File: src/rtl/led_ctrl_pkg.sv
// Shared definitions for the multi-channel LED blink controller: mode encodings,
// prescaler divide computation and the PWM counter width.
package led_ctrl_pkg;

  typedef enum logic [1:0] {
    MODE_OFF     = 2'b00,
    MODE_ON      = 2'b01,
    MODE_BLINK   = 2'b10,
    MODE_ONESHOT = 2'b11
  } led_mode_e;

  localparam int PWM_W = 8;

  // Number of clock cycles per prescaler tick; callers must keep the result >= 2.
  function automatic int calc_div(input int clk_hz, input int tick_hz);
    return clk_hz / tick_hz;
  endfunction

endpackage

File: src/rtl/led_channel.sv
// One LED channel: holds mode, half-period, tick counter and the registered LED state.
// A configuration write always takes priority over a tick arriving in the same cycle.
module led_channel
  import led_ctrl_pkg::*;
#(
  parameter int PERIOD_W = 16
) (
  input  logic                clk,
  input  logic                rst,
  input  logic                wr_en,
  input  logic [1:0]          wr_mode,
  input  logic [PERIOD_W-1:0] wr_half_per,
  input  logic                tick,
  output logic                led,
  output logic                busy
);

  led_mode_e           mode_q, mode_d;
  logic [PERIOD_W-1:0] half_per_q, half_per_d;
  logic [PERIOD_W-1:0] count_q, count_d;
  logic                led_q, led_d;
  logic [PERIOD_W-1:0] last_count;
  logic                at_last;

  always_ff @(posedge clk or posedge rst) begin
    if (rst) begin
      mode_q     <= MODE_OFF;
      half_per_q <= '0;
      count_q    <= '0;
      led_q      <= 1'b0;
    end else begin
      mode_q     <= mode_d;
      half_per_q <= half_per_d;
      count_q    <= count_d;
      led_q      <= led_d;
    end
  end

  // A half-period of zero behaves as one tick, so the terminal count is then zero too.
  assign last_count = (half_per_q == '0) ? '0 : half_per_q - PERIOD_W'(1);
  assign at_last    = (count_q == last_count);

  always_comb begin
    mode_d     = mode_q;
    half_per_d = half_per_q;
    count_d    = count_q;
    led_d      = led_q;
    if (wr_en) begin
      mode_d     = led_mode_e'(wr_mode);
      half_per_d = wr_half_per;
      count_d    = '0;
      led_d      = (led_mode_e'(wr_mode) != MODE_OFF);
    end else if (tick) begin
      unique case (mode_q)
        MODE_BLINK: begin
          if (at_last) begin
            led_d   = ~led_q;
            count_d = '0;
          end else begin
            count_d = count_q + PERIOD_W'(1);
          end
        end
        MODE_ONESHOT: begin
          if (at_last) begin
            led_d   = 1'b0;
            mode_d  = MODE_OFF;
            count_d = '0;
          end else begin
            count_d = count_q + PERIOD_W'(1);
          end
        end
        default: count_d = '0;
      endcase
    end
  end

  always_comb begin
    led  = led_q;
    busy = (mode_q == MODE_ONESHOT);
  end

endmodule

File: src/rtl/led_blink_ctrl.sv
// Multi-channel LED driver: shared tick prescaler, single-port config write decode and
// NUM_CH led_channel instances. Optional PWM dimming is enabled by defining LED_PWM_EN.
module led_blink_ctrl
  import led_ctrl_pkg::*;
#(
  parameter int CLK_HZ   = 50_000_000,
  parameter int TICK_HZ  = 1000,
  parameter int NUM_CH   = 4,
  parameter int PERIOD_W = 16,
  localparam int CH_W    = (NUM_CH > 1) ? $clog2(NUM_CH) : 1
) (
  input  logic                clk,
  input  logic                rst,
  input  logic                cfg_we,
  input  logic [CH_W-1:0]     cfg_ch,
  input  logic [1:0]          cfg_mode,
  input  logic [PERIOD_W-1:0] cfg_half_per,
`ifdef LED_PWM_EN
  input  logic [PWM_W-1:0]    cfg_duty,
`endif
  output logic                tick_o,
  output logic [NUM_CH-1:0]   led_o,
  output logic [NUM_CH-1:0]   busy_o
);

  localparam int DIV     = calc_div(CLK_HZ, TICK_HZ);
  localparam int PRESC_W = $clog2(DIV);
  localparam logic [PRESC_W-1:0] PRESC_LAST = PRESC_W'(DIV - 1);

  logic [PRESC_W-1:0] presc_q;
  logic [NUM_CH-1:0]  wr_sel;
  logic [NUM_CH-1:0]  raw_led;

  always_ff @(posedge clk or posedge rst) begin
    if (rst) begin
      presc_q <= '0;
    end else if (presc_q == PRESC_LAST) begin
      presc_q <= '0;
    end else begin
      presc_q <= presc_q + PRESC_W'(1);
    end
  end

  assign tick_o = (presc_q == PRESC_LAST);

  // Out-of-range channel numbers simply match no channel and are dropped.
  always_comb begin
    wr_sel = '0;
    for (int i = 0; i < NUM_CH; i++) begin
      if (cfg_we && (cfg_ch == CH_W'(i))) begin
        wr_sel[i] = 1'b1;
      end
    end
  end

  for (genvar g = 0; g < NUM_CH; g++) begin : g_ch
    led_channel #(
      .PERIOD_W (PERIOD_W)
    ) u_ch (
      .clk         (clk),
      .rst         (rst),
      .wr_en       (wr_sel[g]),
      .wr_mode     (cfg_mode),
      .wr_half_per (cfg_half_per),
      .tick        (tick_o),
      .led         (raw_led[g]),
      .busy        (busy_o[g])
    );
  end

`ifdef LED_PWM_EN
  logic [PWM_W-1:0]  duty_q [NUM_CH];
  logic [PWM_W-1:0]  pwm_cnt;
  logic [NUM_CH-1:0] led_q;

  always_ff @(posedge clk or posedge rst) begin
    if (rst) begin
      pwm_cnt <= '0;
      for (int i = 0; i < NUM_CH; i++) begin
        duty_q[i] <= '1;
      end
    end else begin
      pwm_cnt <= pwm_cnt + PWM_W'(1);
      for (int i = 0; i < NUM_CH; i++) begin
        if (wr_sel[i]) begin
          duty_q[i] <= cfg_duty;
        end
      end
    end
  end

  // Dimmed output is re-registered, adding one cycle after the raw channel state.
  always_ff @(posedge clk or posedge rst) begin
    if (rst) begin
      led_q <= '0;
    end else begin
      for (int i = 0; i < NUM_CH; i++) begin
        led_q[i] <= raw_led[i] & (pwm_cnt < duty_q[i]);
      end
    end
  end

  assign led_o = led_q;
`else
  assign led_o = raw_led;
`endif

endmodule
File: config.mk
export PLATFORM = sky130hd
export DESIGN_NAME = led_blink_ctrl
export DESIGN_NICKNAME = d
export VERILOG_FILES = /design/src/rtl/led_ctrl_pkg.sv /design/src/rtl/led_channel.sv /design/src/rtl/led_blink_ctrl.sv
export SDC_FILE = /design/constraint.sdc
export NUM_CORES = 1
export LEC_CHECK = 0
export BUFFER_PORTS_ARGS = -buffer_cell sky130_fd_sc_hd__buf_2
export CAP_MARGIN = 20
export CORE_ASPECT_RATIO = 1.25
export CORE_MARGIN = 10
export CORE_UTILIZATION = 64
export CTS_CLUSTER_SIZE = 8
export DETAILED_ROUTE_END_ITERATION = 10
export MAX_ROUTING_LAYER = met4
export PLACE_DENSITY = 0.82
export SYNTH_ARGS = -nofsm -noshare
export SYNTH_HDL_FRONTEND = slang
export SYNTH_SLANG_ARGS = --single-unit
File: constraint.sdc
create_clock -name clk -period 5.5 [get_ports clk]
set_input_delay 0 -clock clk [delete_from_list [all_inputs] [get_ports clk]]
set_output_delay 0 -clock clk [all_outputs]
set_load 0.1 [all_outputs]
# ---- Word level (Yosys, flattened, before mapping)
# Cells that the tools add are included.
dict set report classes {
  n_reduce_logical 38
  n_shift 0
  magnitude_cmp 0
  div_mod_pow 0
  bitwise_logic 4
  multipliers 0
  eq_ne 24
  muxes 61
  add_sub_neg 9
}
# op count
set op_table {}
lappend op_table {{two-way mux 16 bit} 21}
lappend op_table {{adder 16 x 1 -> 16 bit, second input constant} 5}
lappend op_table {{equality test 16 bit} 4}
lappend op_table {{zero test 16 bit} 4}
lappend op_table {{subtractor 16 x 1 -> 16 bit, second input constant} 4}
lappend op_table {{two-way mux 2 bit} 16}
lappend op_table {{nonzero test 2 bit} 13}
lappend op_table {{equality test 2 bit, second input constant} 10}
lappend op_table {{two-way mux 1 bit} 20}
lappend op_table {{equality test 16 bit, second input constant} 1}
lappend op_table {{AND reduction 4 bit} 4}
lappend op_table {{!= test 3 x 1 -> 1 bit, second input constant} 4}
lappend op_table {{!= test 3 x 2 -> 1 bit, second input constant} 4}
lappend op_table {{AND reduction 3 bit} 4}
lappend op_table {{nonzero test 3 bit} 4}
lappend op_table {{case mux 1 bit (2 select lines)} 4}
lappend op_table {{OR reduction 2 bit} 4}
lappend op_table {{logical AND 1 bit} 4}
lappend op_table {{inverter 1 bit} 4}
lappend op_table {{equality test 2 x 1 -> 1 bit, second input constant} 1}
lappend op_table {{zero test 2 bit} 1}
dict set report word_totals {
  memories 0
  latchBits 0
  register_bits 156
  out_inout_bits 9
  ramBits 0
  romBits 0
  input_bits 23
}

# ---- Depth between registers and ports, before layout
dict set report depth {
  depth_word 7
  depth_mapped 14
  depth_no_buf 11
}

# ---- Cells and area by module
# From an unflattened synthesis, not the netlist that was laid out.
dict set report hier_totals {
  cells_unflattened 1208
  area_unflattened_um2 10717.8
}
# mod instances area_each_um2 cells_each seq_area_each_um2
set by_module_without_submodules {}
lappend by_module_without_submodules {{led_channel at g_ch[0].u_ch ...} 3 2507.4 288 875.8}
lappend by_module_without_submodules {{led_channel at g_ch[3].u_ch} 1 2408.6 271 875.8}
lappend by_module_without_submodules {led_blink_ctrl 1 787.0 73 400.4}

# ---- Least setup slack after synthesis
# OpenSTA, ideal clock, no wires.
dict set report synth_path {
  path_kind {register to register}
  from {reg g_ch[0].u_ch.half_per_q[2]}
  to {reg g_ch[0].u_ch.count_q[4]}
  path_buffers 4
  path_slack_ns 2.231
  t_arrival_ns 3.143
  synth_period_minus_slack_ns 3.269
  path_stages_with_launch 14
  path_cell_list {dfrtp_1 > buf_6 > or4_4 > buf_6 > or2_1 > buf_6 > or3_4 > xor2_1 > a221oi_2 > nand4_2 > o311ai_4 > buf_6 > nor3_2 > a221o_1}
}
dict set report synth_via {
  elab_chain_len 7
  elab_cells_between_ends 8
  classes_between {add/sub (1); eq/ne (1); mux (5); reduce/logical (1)}
}
# item line
set synth_rtl {}
lappend synth_rtl {{start, declared} led_channel.sv:19} ;# logic [PERIOD_W-1:0] half_per_q, half_per_d;
lappend synth_rtl {{start signal, assigned} led_channel.sv:33} ;# half_per_q <= half_per_d;
lappend synth_rtl {{subtractor 16 x 1 -> 16 bit / zero test 16 bit (equally long branches)} led_channel.sv:40} ;# assign last_count = (half_per_q == '0) ? '0 : half_per_q - PERIOD_W'(1);
lappend synth_rtl {{two-way mux 16 bit (*)} led_channel.sv:40}
lappend synth_rtl {{equality test 16 bit (*)} led_channel.sv:41} ;# assign at_last = (count_q == last_count);
lappend synth_rtl {{two-way mux 16 bit (*)} {led_channel.sv:56, led_channel.sv:64}}
lappend synth_rtl {{two-way mux 16 bit (*)} n/a}
lappend synth_rtl {{two-way mux 16 bit (*)} led_channel.sv:53} ;# end else if (tick) begin
lappend synth_rtl {{two-way mux 16 bit (*)} led_channel.sv:48} ;# if (wr_en) begin
lappend synth_rtl {{end signal, assigned} led_channel.sv:34} ;# count_q <= count_d;
lappend synth_rtl {{end, declared} led_channel.sv:20} ;# logic [PERIOD_W-1:0] count_q, count_d;
# Every way passes the cells marked *; elsewhere a longest branch is shown, timed or not. The select of a mux whose other input is x is not followed.
# A chain may end at the register's enable or synchronous reset.

# ---- Worst setup path in the final report
dict set report layout_path {
  from {reg g_ch[0].u_ch.half_per_q[2]}
  to {reg g_ch[0].u_ch.count_q[6]}
}
# Same word-level chain as after synthesis.

==> impl.org <==
** Status
- The flow ran to the end, and the final reports show no timing, DRC or antenna violations.

** Synth
- Post-Synthesis Net Count :: approximately 1.4k
- Summing the sequential cell areas from Yosys gives a little under two fifths of the chip area.
- In this run the cell area of the synthesized design comes to ~0.011 mm².
- Synthesis inferred roughly 160 register bits.
- Flip-flop cell with the highest count after synthesis :: sky130_fd_sc_hd__dfrtp_1
- During synthesis, Yosys emitted a total of 0 warnings.
- Proportion of register bits with asynchronous set or reset after synthesis :: 100%
- Number of enable flip-flop cells after synthesis :: 0
- Synthesized netlist cell count :: roughly 1.3k
- A synthesized cell averages slightly below 8 µm².
- Yosys mapped the design onto 80 distinct sky130hd cell types.

** Drt
- Total DRC errors in the routed layout :: 0
- Router iterations before antenna repair :: 5
- Using the TritonRoute via totals, the vias-per-cell ratio works out to between 6 and 7.
- After detailed routing, the average wire length per cell comes to 17.2 µm.
- Via Count :: 9586
- For this block, the initial DRC count from the detailed router was 940.
- Antenna Nets Post-Route :: 0
- Drt total wl :: between 20000 and 30000 µm

** Place
- During placement, the flow inserted port buffers numbering 31.
- At the end of routability-driven placement, the weighted congestion stood at around 0.97.
- Detailed placement HPWL :: 18900 µm
- Count of placed standard cells including taps :: 1482

** Floorplanning
- The total area inside the core boundary comes to 0.0161 mm².
- Area enclosed by the die boundary :: 0.0220 mm²
- Initial standard-cell utilization of the core :: between 60% and 70%
- Vertical die dimension :: roughly 160 µm
- Ports placed on the boundary :: 32
- Number of placement rows :: between 50 and 60
- Die Wd :: approximately 130 µm

** Power and ir drop
- The worst-case IR drop observed on VDD is between 0.2 and 0.25 mV.
- Leakage power of the design :: 0.00490 µW
- Total power divided by cell area :: between 200 and 300 mW/mm²
- The clock network is responsible for 35.1% of the overall power.
- Sequential fraction of design power :: 42.3%
- The analysis attributes to net switching a power of between 1000 and 1500 µW.
- The share of total power dissipated in combinational logic is between 20% and 30%.
- The design draws 3270 µW.
- Net Sw Frac :: between 30% and 40%
- P_int :: between 2000 and 2500 µW

** Setup path
- Data on the critical path is required at its endpoint by 5.82 ns.
- The worst setup path is of the reg2reg kind.
- STA classifies the critical path endpoint as a register.
- Data arrival time of the critical path :: 4.17 ns
- Category of the worst setup path launch point :: register
- Maximum fanout along the worst path :: 21
- Slack of the worst reg-to-reg path :: around 1.7 ns

** STA
- Final-report setup violation count :: 0
- After routing, the total negative slack on setup checks comes to 0 ns.
- Unrepaired setup endpoints after global routing :: no
- Max Slew Vio Count :: 0
- On the final layout, the worst clock skew is ~0.01 ns.
- The hold violation count in the final report came to 0.
- Tightest Pin Transition :: between 0.9 and 1 ns
- After layout, the worst path uses 69.9% of the clock period.
- The worst path needs around 3.8 ns of the cycle, external delays included.
- Rel. slew slack :: between 30% and 40%
- For this run, the top clock speed supported by timing is between 0.2 and 0.3 GHz.

** CTS
- The tree is rooted in a sky130_fd_sc_hd__clkbuf_16.
- Clock Tree Buf Depth :: 2
- Clock-pin slew on the worst setup and hold paths :: roughly 0.060 ns
- The clock net in this run drives a total of 156 sinks.
- The clock reaches the later pin of the worst-skew pair after 0.43 ns.
- The clock tree synthesis step divided the H-tree into 4 levels.
- TritonCTS built the clock tree.
- Number of buffers inserted during clock tree synthesis :: 17
- Post-cts repair resize count :: 0

** Layout
- Post-route non-filler standard cell count :: 1539
- Utilization after layout :: between 70 and 80%
- Layout Area Growth over Synthesis :: 8.45%
- After the last flow step, the layout net total stands at approximately 1.3k.
- Ratio of cells with drive above 1 in the final layout :: a little under 8%

** Global routing
- Total GRT Usage :: roughly a quarter
- Pin count of the biggest net entering global routing :: 106
- Met3 global-route usage :: between 4 and 5%
- First-pass GRT wire length :: roughly 44000 µm
- Antenna violations before repair :: 2
- Global routing consumed, on the met1 layer, between 20 and 30% of the routing resources.
- The via count of the first global-routing pass was roughly 9.1k.
- The global routing stage identified its most utilized layer as met2.
- For this run, global-route usage on met2 was measured as 41.1%.
- Grt ovf :: 0

** Min path
- Type of the most critical hold path :: in2reg

** Flow run
- Across the run, the number of max-cap violations was 0.
-- cells by family (layout without fill, tap and decap cells) --
family	after synthesis	in the layout	synth area share, %
AND/OR/NAND/NOR	679	679	31.8
AO/OA/AOI/OAI	238	238	15.1
flip-flops	156	156	37.2
buffers and inverters	128	129	5.28
XOR/XNOR	83	83	6.92
multiplexers	27	27	2.60
adder cells (fa/ha/maj)	9	9	1.07
other	0	2	0
-- flip-flops by register name (all words and copies together) (netlist names) --
signal and cells:
g_ch.u_ch.count_q 64, g_ch.u_ch.half_per_q 64, g_ch.u_ch.led 4, g_ch.u_ch.mode_q 8, presc_q 16
-- area by class of cell --
cell class / instances / area, µm²
antenna: 2 / 5.00
clock buffer: 21 / 460
clock inverter: 11 / 109
fill: 1317 / 4750
inverter: 34 / 133
multi-input combinational: 1036 / 6060
sequential: 156 / 3900
tap: 216 / 270
timing repair buffer: 63 / 450
-- worst max-delay path, stage by stage (launching register included) --
cell and delay (ns):
sky130_fd_sc_hd__dfrtp_1 0.49, sky130_fd_sc_hd__or4_4 0.63, sky130_fd_sc_hd__nor4_1 0.66, sky130_fd_sc_hd__mux2i_1 0.30
sky130_fd_sc_hd__xnor2_1 0.08, sky130_fd_sc_hd__a21oi_1 0.12, sky130_fd_sc_hd__o211ai_1 0.22, sky130_fd_sc_hd__o311ai_4 0.79
sky130_fd_sc_hd__o22ai_1 0.20, sky130_fd_sc_hd__a21o_1 0.22
-- per-stage QoR --
stage          worst slack (ns)  hold WS [ns]  cell area (µm²)
2_1_floorplan              1.29         0.105            10500
3_3_place_gp               1.74         0.277            10600
3_5_place_dp               1.59         0.286            10600
4_1_cts                    1.58         0.149            11300
5_1_grt                    1.43         0.180            11400
6_report                   1.66         0.170            11400
-- final timing paths --
path	start	endpoint	cells past startpoint
min in group asynchronous	rst	presc_q[11]$_DFF_PP0_	3
setup / recovery	g_ch[0].u_ch.half_per_q[2]$_DFFE_PP0P_	g_ch[0].u_ch.count_q[6]$_DFFE_PP0P_	9
setup reg to reg	g_ch[0].u_ch.half_per_q[2]$_DFFE_PP0P_	g_ch[0].u_ch.count_q[6]$_DFFE_PP0P_	9
hold / removal	cfg_ch[0]	g_ch[2].u_ch.half_per_q[4]$_DFFE_PP0P_	5
hold reg to reg	presc_q[0]$_DFF_PP0_	presc_q[0]$_DFF_PP0_	1
max in group asynchronous	rst	g_ch[3].u_ch.mode_q[0]$_DFFE_PP0P_	4
-- what timing repair did --
| item | CTS | global route |
|---|---|---|
| hold endpoints to repair | 175 | 0 |
| hold buffers | 19 | 0 |
| setup buffers | 0 | 0 |
-- power groups by stage --
stage | sequential [µW] | clock [µW] | combinational, µW
after floorplan | 1330 | 0 | 620
after global placement | 1390 | 0 | 706
after detailed placement | 1400 | 0 | 716
after CTS | 1380 | 1160 | 732
after global routing | 1400 | 1210 | 816
final | 1380 | 1150 | 742
-- cells in the mapped netlist, types with 6 or more instances --
cell	n	area, µm²
sky130_fd_sc_hd__nand4_1	30	188
sky130_fd_sc_hd__or2_2	12	75.1
sky130_fd_sc_hd__buf_4	8	60.1
sky130_fd_sc_hd__xor2_1	35	307
sky130_fd_sc_hd__nor2_1	84	315
sky130_fd_sc_hd__nor4b_1	7	61.3
sky130_fd_sc_hd__or4_1	11	82.6
sky130_fd_sc_hd__clkbuf_1	69	259
sky130_fd_sc_hd__mux2i_1	25	250
sky130_fd_sc_hd__and3_1	20	125
sky130_fd_sc_hd__nor2b_1	13	81.3
sky130_fd_sc_hd__ha_1	9	113
sky130_fd_sc_hd__a31oi_1	13	81.3
sky130_fd_sc_hd__buf_1	7	26.3
sky130_fd_sc_hd__or3_1	20	125
sky130_fd_sc_hd__nor3b_1	19	143
sky130_fd_sc_hd__nand2_1	281	1050
sky130_fd_sc_hd__nand2b_1	9	56.3
sky130_fd_sc_hd__a21oi_1	43	215
sky130_fd_sc_hd__o21ai_0	65	325
sky130_fd_sc_hd__and2_1	13	81.3
sky130_fd_sc_hd__nor4_1	23	144
sky130_fd_sc_hd__nand3b_1	6	45.0
sky130_fd_sc_hd__a22o_1	6	52.6
sky130_fd_sc_hd__inv_1	34	128
sky130_fd_sc_hd__o211ai_1	9	67.6
sky130_fd_sc_hd__nand3_1	69	345
sky130_fd_sc_hd__dfrtp_1	156	3900
sky130_fd_sc_hd__a21o_1	20	150
sky130_fd_sc_hd__o31ai_1	7	52.6
sky130_fd_sc_hd__o22ai_1	15	93.8
sky130_fd_sc_hd__xnor2_1	48	420
sky130_fd_sc_hd__nor3_1	41	205
-- placed cells by master (no fill, tap or decap), types with 13 or more instances in the layout --
master / instances
sky130_fd_sc_hd__clkbuf_16: 17
sky130_fd_sc_hd__dfrtp_1: 156
sky130_fd_sc_hd__and3_1: 20
sky130_fd_sc_hd__nand2_1: 281
sky130_fd_sc_hd__o21ai_0: 65
sky130_fd_sc_hd__a21oi_1: 42
sky130_fd_sc_hd__a31oi_1: 13
sky130_fd_sc_hd__dlygate4sd3_1: 19
sky130_fd_sc_hd__a21o_1: 20
sky130_fd_sc_hd__nand3_1: 69
sky130_fd_sc_hd__inv_1: 33
sky130_fd_sc_hd__mux2i_1: 25
sky130_fd_sc_hd__xor2_1: 35
sky130_fd_sc_hd__buf_2: 31
sky130_fd_sc_hd__nand4_1: 30
sky130_fd_sc_hd__nor4_1: 23
sky130_fd_sc_hd__and2_1: 13
sky130_fd_sc_hd__nor3_1: 41
sky130_fd_sc_hd__nor3b_1: 17
sky130_fd_sc_hd__nor2_1: 84
sky130_fd_sc_hd__nor2b_1: 13
sky130_fd_sc_hd__or3_1: 20
sky130_fd_sc_hd__xnor2_1: 48
sky130_fd_sc_hd__o22ai_1: 15
-- per-layer routing --
metal | part of all wire (%) | up-vias
met5 | 0 | -
met2 | 50 | 286
li1 | - | 4651
met1 | 42 | 4573
met3 | 4.2 | 76
met4 | 3.9 | 0
Note: power is estimated with default switching activity, not from simulation.
